### src/rtl/conv33_window_gen.sv
// conv33_window_gen: raster pixel stream -> every valid 3x3 window, using two row line buffers.
// Optional CONV33_STRIDE2_EN: emit only windows whose top-left pixel sits on an even (row, col).
module conv33_window_gen #(
    parameter int DATA_WIDTH = 8,
    parameter int IMG_W      = 28,
    parameter int IMG_H      = 28
) (
    input  logic                  clk,
    input  logic                  rst_n,
    input  logic                  in_valid,
    input  logic [DATA_WIDTH-1:0] in_data,
    output logic [DATA_WIDTH-1:0] data_0_0,
    output logic [DATA_WIDTH-1:0] data_0_1,
    output logic [DATA_WIDTH-1:0] data_0_2,
    output logic [DATA_WIDTH-1:0] data_1_0,
    output logic [DATA_WIDTH-1:0] data_1_1,
    output logic [DATA_WIDTH-1:0] data_1_2,
    output logic [DATA_WIDTH-1:0] data_2_0,
    output logic [DATA_WIDTH-1:0] data_2_1,
    output logic [DATA_WIDTH-1:0] data_2_2,
    output logic                  conv33_en,
    output logic                  frame_done
);

    localparam int CW = (IMG_W > 1) ? $clog2(IMG_W) : 1;
    localparam int RW = (IMG_H > 1) ? $clog2(IMG_H) : 1;

    // Position of the last window emitted in a frame (bottom-right anchor pixel).
`ifdef CONV33_STRIDE2_EN
    localparam int LAST_R = 2 + ((IMG_H - 3) / 2) * 2;
    localparam int LAST_C = 2 + ((IMG_W - 3) / 2) * 2;
`else
    localparam int LAST_R = IMG_H - 1;
    localparam int LAST_C = IMG_W - 1;
`endif

    logic [CW-1:0]         col;
    logic [RW-1:0]         row;
    logic [DATA_WIDTH-1:0] lb0 [IMG_W];
    logic [DATA_WIDTH-1:0] lb1 [IMG_W];
    logic [DATA_WIDTH-1:0] lb0_rd;
    logic [DATA_WIDTH-1:0] lb1_rd;
    logic                  col_last;
    logic                  row_last;
    logic                  emit;
    logic                  last_win;

    always_comb begin
        lb0_rd   = lb0[col];
        lb1_rd   = lb1[col];
        col_last = (col == CW'(IMG_W - 1));
        row_last = (row == RW'(IMG_H - 1));
        emit     = in_valid && (row >= RW'(2)) && (col >= CW'(2));
`ifdef CONV33_STRIDE2_EN
        // (r-2) and (c-2) even is the same as r and c even
        emit     = emit && !row[0] && !col[0];
`endif
        last_win = emit && (row == RW'(LAST_R)) && (col == CW'(LAST_C));
    end

    // Line-buffer RAM is intentionally not reset; rows 0-1 refill it before any emit.
    always_ff @(posedge clk) begin
        if (in_valid) begin
            lb1[col] <= lb0_rd;
            lb0[col] <= in_data;
        end
    end

    always_ff @(posedge clk or negedge rst_n) begin
        if (!rst_n) begin
            col        <= '0;
            row        <= '0;
            conv33_en  <= 1'b0;
            frame_done <= 1'b0;
            data_0_0   <= '0;
            data_0_1   <= '0;
            data_0_2   <= '0;
            data_1_0   <= '0;
            data_1_1   <= '0;
            data_1_2   <= '0;
            data_2_0   <= '0;
            data_2_1   <= '0;
            data_2_2   <= '0;
        end else begin
            conv33_en  <= emit;
            frame_done <= last_win;
            if (in_valid) begin
                data_0_0 <= data_0_1;
                data_0_1 <= data_0_2;
                data_0_2 <= lb1_rd;
                data_1_0 <= data_1_1;
                data_1_1 <= data_1_2;
                data_1_2 <= lb0_rd;
                data_2_0 <= data_2_1;
                data_2_1 <= data_2_2;
                data_2_2 <= in_data;
                if (col_last) begin
                    col <= '0;
                    row <= row_last ? '0 : row + RW'(1);
                end else begin
                    col <= col + CW'(1);
                end
            end
        end
    end

endmodule

### config.mk
export PLATFORM = sky130hd
export DESIGN_NAME = conv33_window_gen
export DESIGN_NICKNAME = d
export VERILOG_FILES = /design/src/rtl/conv33_window_gen.sv
export SDC_FILE = /design/constraint.sdc
export NUM_CORES = 1
export LEC_CHECK = 0
export ABC_AREA = 0
export ABC_CLOCK_PERIOD_IN_PS = 8000
export CORE_ASPECT_RATIO = 1.75
export CORE_UTILIZATION = 40
export CTS_BUF_LIST = sky130_fd_sc_hd__clkbuf_8 sky130_fd_sc_hd__clkbuf_16
export CTS_CLUSTER_DIAMETER = 60
export DETAILED_ROUTE_END_ITERATION = 8
export GPL_ROUTABILITY_DRIVEN = 0
export PLACE_DENSITY = 0.67
export SLEW_MARGIN = 5
export SYNTH_ARGS = -nofsm -noshare
export SYNTH_HDL_FRONTEND = slang
export SYNTH_SLANG_ARGS = --single-unit
### constraint.sdc
create_clock -name clk -period 8 [get_ports clk]
set_input_delay 0.8 -clock clk [delete_from_list [all_inputs] [get_ports clk]]
set_output_delay 0.8 -clock clk [all_outputs]
set_load 0.02 [all_outputs]
==> results of run 1 <==
worst max-delay path: cells and delay by family, from the launching register on:
kind,cells,cell delay [ns]
AOI/OAI and AO/OA,1,0.25
buffers and inverters,1,0.66
DFF,1,1.03
muxes,1,0.58
and+or+nand+nor,2,0.91
metrics by stage:
stage / cell area [um2] / util, % / cells / setup WS, ns / hold slack [ns]
floorplan: 20500 / - / 1082 / 5.11 / 0.504
global placement: 22200 / 44.0 / 1816 / 4.01 / 0.488
detailed placement: 22200 / 44.0 / 1816 / 3.91 / 0.496
CTS: 23700 / 46.9 / 1897 / 3.88 / 0.231
global route: 23700 / 46.9 / 1897 / 3.68 / 0.246
finish: 23700 / 46.9 / 1897 / 4.05 / 0.222
cell type report:
| type | instances | area [um2] | share of cell area [%] |
|---|---|---|---|
| multi-input combinational | 485 | 4670 | 19.7 |
| tap | 666 | 833 | 3.51 |
| sequential | 532 | 15600 | 65.5 |
| clock inverter | 24 | 191 | 0.806 |
| inverter | 7 | 26.3 | 0.111 |
| clock buffer | 57 | 1310 | 5.53 |
| timing repair buffer | 126 | 1150 | 4.83 |
cells in the mapped netlist (4+ instances only):
| master | count | area [um2] |
|---|---|---|
| a22o_1 | 10 | 87.6 |
| a22oi_1 | 16 | 120 |
| a31oi_1 | 12 | 75.1 |
| a41oi_1 | 4 | 35.0 |
| and2_1 | 4 | 25.0 |
| buf_2 | 25 | 125 |
| buf_4 | 5 | 37.5 |
| buf_6 | 4 | 45.0 |
| clkbuf_1 | 22 | 82.6 |
| dfrtp_1 | 84 | 2100 |
| edfxtp_1 | 448 | 13500 |
| ha_1 | 6 | 75.1 |
| inv_1 | 7 | 26.3 |
| mux2_2 | 63 | 709 |
| mux2i_1 | 92 | 921 |
| mux4_2 | 65 | 1460 |
| nand2_1 | 45 | 169 |
| nand3_1 | 7 | 35.0 |
| nand4_1 | 6 | 37.5 |
| nor2_1 | 60 | 225 |
| nor2b_1 | 5 | 31.3 |
| nor3_1 | 5 | 25.0 |
| nor4_1 | 5 | 31.3 |
| nor4b_2 | 6 | 90.1 |
| o21ai_0 | 11 | 55.1 |
| o22ai_1 | 29 | 181 |
registers in the layout (all words and copies together) (netlist names):
register	count
data_1_0	8
row	5
data_1_1	8
data_0_0	8
lb1	224
lb0	224
col	5
data_0_2	8
data_2_2	8
data_2_0	8
data_2_1	8
frame_done	1
conv33_en	1
data_1_2	8
data_0_1	8
how the worst min path moves through the flow:
stage	startpoint	end	cells after the start
after global routing	rst_n	data_1_0[1]	1
after CTS	rst_n	data_1_1[1]	1
after detailed placement	data_0_0[4]	data_0_0[4]	1
final	rst_n	data_1_1[2]	1
after floorplan	rst_n	col[0]	0
after global placement	data_2_0[2]	data_2_0[2]	1
power by group through the flow:
stage / combinational (mW) / sequential [mW] / clock, mW
2_1_floorplan: 1.60 / 4.16 / 0
3_3_place_gp: 2.55 / 4.16 / 0
3_5_place_dp: 2.59 / 4.18 / 0
4_1_cts: 2.60 / 4.12 / 2.23
5_1_grt: 2.75 / 4.16 / 2.33
6_report: 2.58 / 4.11 / 2.20
kinds of logic after synthesis:
family | after synthesis | share of synthesized area, %
fa+ha+maj | 6 | 0.365
xor+xnor | 2 | 0.0853
simple gates | 162 | 4.03
mux | 220 | 15.1
flops | 532 | 75.7
buf+inv | 65 | 1.58
compound gates | 95 | 3.18
per-layer routing:
layer  track usage [%]  wire length, um  up-vias
met4              7.56             1720        0
met1              21.7            17200     5486
met5                 0                0        -
met2              34.4            26300      440
met3              1.89             2680       99
li1                  -                -     4535
==> impl_metrics.py, run 1 <==
metrics = {
    "drt": {
        "drt_iter0_markers": 940,
        "ant_nets": 0,
        "drt_wl_total_mm": 47.9,
        "avgRoutedWirePerCell_um": 25.3,
        "route.detailed.drc": 0,
        "drt_pass1_iterations": 5,
        "viasPerCell": 5.57,
        "via_count": 10600,
    },
    "sta": {
        "setup_violations": 0,
        "post-route-period-util_pct": 49.3,
        "tightest_slew_ns": 1.28,
        "drv_slew": 0,
        "fmax_mhz": 253,
        "clock_skew_ns": 0.0191,
        "finalSetupTns_ns": 0,
        "rsz0062_at_grt": "false",
        "relSlewSlack_pct": 14.2,
        "timing.final.hold_violations": 0,
        "fin_crit_ns": 3.95,
    },
    "clock_tree": {
        "cts_tree": "yes",
        "cts_root_buffer": "clkbuf_16",
        "cts_hold_buf": 0,
        "cts_buffers": 44,
        "clk_latency_ns": 0.56,
        "htreeDepth": 2,
        "cts_resized": 0,
        "numClockSinks": 532,
        "clockBufferDepth": 3,
        "post_cts_buffers": 0,
        "clkTransAtPathRegs_ns": 0.07,
    },
    "cells_and_area": {
        "fillers": 4166,
        "final_layout_size_suffix_gt1_share_pct": 20.6,
        "layout.nets": 1213,
        "layout_commonest_cell": "edfxtp_1",
        "layout_common_cells": "edfxtp_1 (448), mux2i_1 (92), dfrtp_1 (82), clkdlybuf4s50_1 (81), mux4_2 (65)",
        "n_antenna_cell": 0,
        "syn_to_final_growth_pct": 15.6,
    },
    "worst_setup_path": {
        "regToRegEndpoint": "lb1[1][1]",
        "r2r_start": "col[0]",
        "r2r_slack_ns": 4.05,
        "worstPathRequired_ns": 8.09,
        "worstSetupEndpoint": "lb1[1][1]",
        "critPathMaxFanout": 52,
        "cpPeakStageDelay_ns": 1.03,
        "worstSetupEndpointType": "flip-flop",
        "crit_slowest_cell": "dfrtp_4",
        "crit_type": "flip-flop to flip-flop",
        "startpoint_type": "flip-flop",
        "worstSetupStartpoint": "col[0]",
        "timing.critical_path.cells": "buf_4, mux4_2, a22o_1, nor4b_2, nand2_1",
        "cp.arrival_ns": 4.04,
        "rr_worst_depth": 5,
    },
    "place": {
        "portBuffers": 84,
        "hpwlAfterDp_mm": 31.2,
    },
    "die": {
        "die_w_um": 173,
        "ios": 85,
        "initial_utilization_pct": 40.6,
        "core_mm2": 0.0506,
        "die_area_mm2": 0.0523,
        "dieHeight_um": 302,
        "rows": 109,
    },
    "status": {
        "status": "complete, no violations",
    },
    "grt": {
        "grt_pass1_vias": 10500,
        "antenna_found_initial": 0,
        "grt_pass1_wl_mm": 70.6,
        "grt-ovfl-total": 0,
        "grt_max_degree": 55,
        "track_usage_pct": 18.5,
    },
    "power_and_ir_drop": {
        "power_frac_clock_pct": 24.8,
        "power.total_mw": 8.89,
        "p_leak_nw": 8.04,
        "powerDensity_mw_per_mm2": 374,
        "combinationalPowerShare_pct": 29.0,
        "switching_share_pct": 31.3,
        "p_int_mw": 6.11,
        "peakVddDrop_uv": 222,
        "seqPwrFrac_pct": 46.2,
        "switchingPower_mw": 2.78,
    },
    "synthesis": {
        "synth.avg_cell_area_um2": 19.0,
        "syn_nets": 1099,
        "async_flop_share_pct": 15.8,
        "syn_area_mm2": 0.0205,
        "yosys_register_bits": 532,
        "ys_warn_count": 0,
        "syn_inst": 1082,
        "synth_cell_type_count": 49,
        "synth_edf_count": 448,
        "synth_ff_type": "edfxtp_1",
        "ys_seq_area_share_pct": 75.7,
    },
    "min_path": {
        "min_path_type": "input pin to async pin",
    },
    "job": {
        "maxCapViolCount": 0,
    },
}
Power figures use the tool's default switching activity.
==> run 2, diff against run 1 <==
--- a/config.mk
+++ b/config.mk
@@ -6,7 +6,7 @@
 export NUM_CORES = 1
 export LEC_CHECK = 0
 export ABC_AREA = 0
-export ABC_CLOCK_PERIOD_IN_PS = 8000
+export ABC_CLOCK_PERIOD_IN_PS = 3700
 export CORE_ASPECT_RATIO = 1.75
 export CORE_UTILIZATION = 40
 export CTS_BUF_LIST = sky130_fd_sc_hd__clkbuf_8 sky130_fd_sc_hd__clkbuf_16
==> constraint.sdc (replaced) <==
create_clock -name clk -period 3.7 [get_ports clk]
set_input_delay 0.37 -clock clk [delete_from_list [all_inputs] [get_ports clk]]
set_output_delay 0.37 -clock clk [all_outputs]
set_load 0.02 [all_outputs]
==> impl_metrics.py, run 2 (synthesis gave the netlist of run 1 again) <==
metrics = {
    "sta": {
        "clock_skew_ns": 0.0134,
        "setup_slack_ns": 0.749,
        "fin_crit_ns": 2.95,
        "setup_violations": 0,
        "timing.final.hold_violations": 0,
        "tightest_slew_ns": 1.28,
        "post-route-period-util_pct": 79.7,
        "relSlewSlack_pct": 14.1,
        "drv_slew": 0,
        "fmax_mhz": 339,
        "fin_hold_ws_ns": 0.224,
        "finalSetupTns_ns": 0,
        "rsz0062_at_grt": "false",
    },
    "grt": {
        "use_met1_pct": 21.1,
        "track_usage_pct": 18.5,
        "use_met2_pct": 34.6,
        "grtUsageMet3_pct": 2.11,
        "grt_pass1_wl_mm": 70.9,
        "top_usage_layer": "met2",
        "grt_max_degree": 60,
        "antenna_found_initial": 1,
        "grt_pass1_vias": 10700,
        "grt-ovfl-total": 0,
    },
    "clock_tree": {
        "htreeDepth": 2,
        "cts_buffers": 43,
        "cts_root_buffer": "clkbuf_16",
        "cts_tree": "yes",
        "clk_latency_ns": 0.56,
        "numClockSinks": 532,
        "clkTransAtPathRegs_ns": 0.07,
        "post_cts_buffers": 0,
        "clockBufferDepth": 3,
    },
    "place": {
        "place_inst": 1846,
        "hpwlAfterDp_mm": 31.5,
        "detailed_place.area_mm2": 0.0226,
        "pre_cts_slack_ns": 0.779,
        "portBuffers": 84,
    },
    "die": {
        "dieHeight_um": 302,
        "die_area_mm2": 0.0523,
        "initial_utilization_pct": 40.6,
        "die_w_um": 173,
        "core_mm2": 0.0506,
        "ios": 85,
        "rows": 109,
    },
    "drt": {
        "drt_wl_total_mm": 47.8,
        "via_count": 10500,
        "drt_pass1_iterations": 5,
        "viasPerCell": 5.47,
        "avgRoutedWirePerCell_um": 24.8,
        "drt_iter0_markers": 942,
        "ant_nets": 0,
        "route.detailed.drc": 0,
    },
    "cells_and_area": {
        "layout_common_cells": "edfxtp_1 (448), mux2i_1 (92), dfrtp_1 (82), clkdlybuf4s50_1 (82), mux4_2 (65)",
        "syn_to_final_growth_pct": 17.1,
        "layout_commonest_cell": "edfxtp_1",
        "final_layout_size_suffix_gt1_share_pct": 22.0,
        "fin_util_pct": 47.5,
        "layout.nets": 1243,
        "fin_cells": 1927,
        "fin_area_mm2": 0.0241,
        "multi_input_area_mm2": 0.00467,
        "reg_top3": "lb0 (224), lb1 (224)",
        "seq_area_mm2": 0.0156,
        "fillers": 4177,
    },
    "power_and_ir_drop": {
        "powerDensity_mw_per_mm2": 815,
        "p_leak_nw": 8.19,
        "seqPwrFrac_pct": 44.4,
        "peakVddDrop_uv": 404,
        "p_int_mw": 13.4,
        "switchingPower_mw": 6.20,
        "power.total_mw": 19.6,
        "power_frac_clock_pct": 23.4,
        "combinationalPowerShare_pct": 32.2,
        "switching_share_pct": 31.6,
    },
    "min_path": {
        "whs_path_depth": 2,
        "min_path_type": "input pin to flip-flop",
    },
    "worst_setup_path": {
        "critPathMaxFanout": 29,
        "worstSetupEndpointType": "flip-flop",
        "crit_slowest_cell": "dfrtp_4",
        "rr_worst_depth": 6,
        "cp.arrival_ns": 3.24,
        "startpoint_type": "flip-flop",
        "timing.critical_path.cells": "buf_4, mux4_2, a22o_1, nor4b_2, nand2_1, buf_12",
        "worstPathRequired_ns": 3.99,
        "crit_type": "flip-flop to flip-flop",
        "cpPeakStageDelay_ns": 0.79,
    },
    "status": {
        "status": "complete, no violations",
    },
    "job": {
        "maxCapViolCount": 0,
    },
}
==> run 2: cell count changes in the layout (fill, tap and decap cells not counted), moves of 2 or more <==
cell      previous run  this run
inv_4                0         2
clkinv_2             6         9
clkinv_1             2         7
inv_1               17        14
inv_6                2         0
buf_12               0        13
clkbuf_8            10         3
buf_4               44        61
==> run 2: worst paths after layout <==
check,to,slack [ns],from
worst max-delay path,lb1[10][5],0.75,col[0]
worst min-delay path,data_1_2[0],0.22,in_valid
worst max register to register,lb1[10][5],0.75,col[0]
worst min register to register,data_2_0[0],0.50,data_2_0[0]
max in group asynchronous,data_0_2[4],2.42,rst_n
min in group asynchronous,data_2_1[4],0.44,rst_n
==> run 2: worst max-delay path, delay by kind of cell (launching register included) <==
kind | cells | cell delay [ns]
compound gates | 1 | 0.25
buf+inv | 2 | 0.57
flops | 1 | 0.79
mux | 1 | 0.53
simple gates | 2 | 0.50
==> run 2: power by group through the flow <==
stage	clock network, mW	registers (mW)	logic, mW
after detailed placement	0	8.86	6.36
after global routing	4.84	8.81	6.71
after global placement	0	8.82	6.25
after floorplan	0	8.99	3.45
after CTS	4.65	8.73	6.37
final	4.58	8.71	6.32
==> run 2: what timing repair did <==
item                                   in CTS  in global routing
resized for setup                           0                  0
hold buffers                                1                  0
endpoints found under the hold margin      57                  0
==> run 2: cell type report <==
type,instances,area share [%]
sequential,532,64.7
clock inverter,30,0.915
inverter,7,0.109
clock buffer,49,4.96
multi-input combinational,485,19.4
tap,666,3.46
antenna,1,0.0104
timing repair buffer,157,6.44
==> run 2: per-layer routing <==
metal / vias up / part of all wire (%)
li1: 4597 / -
met1: 5439 / 36
met4: 0 / 4.5
met5: - / 0
met3: 119 / 5.0
met2: 377 / 55
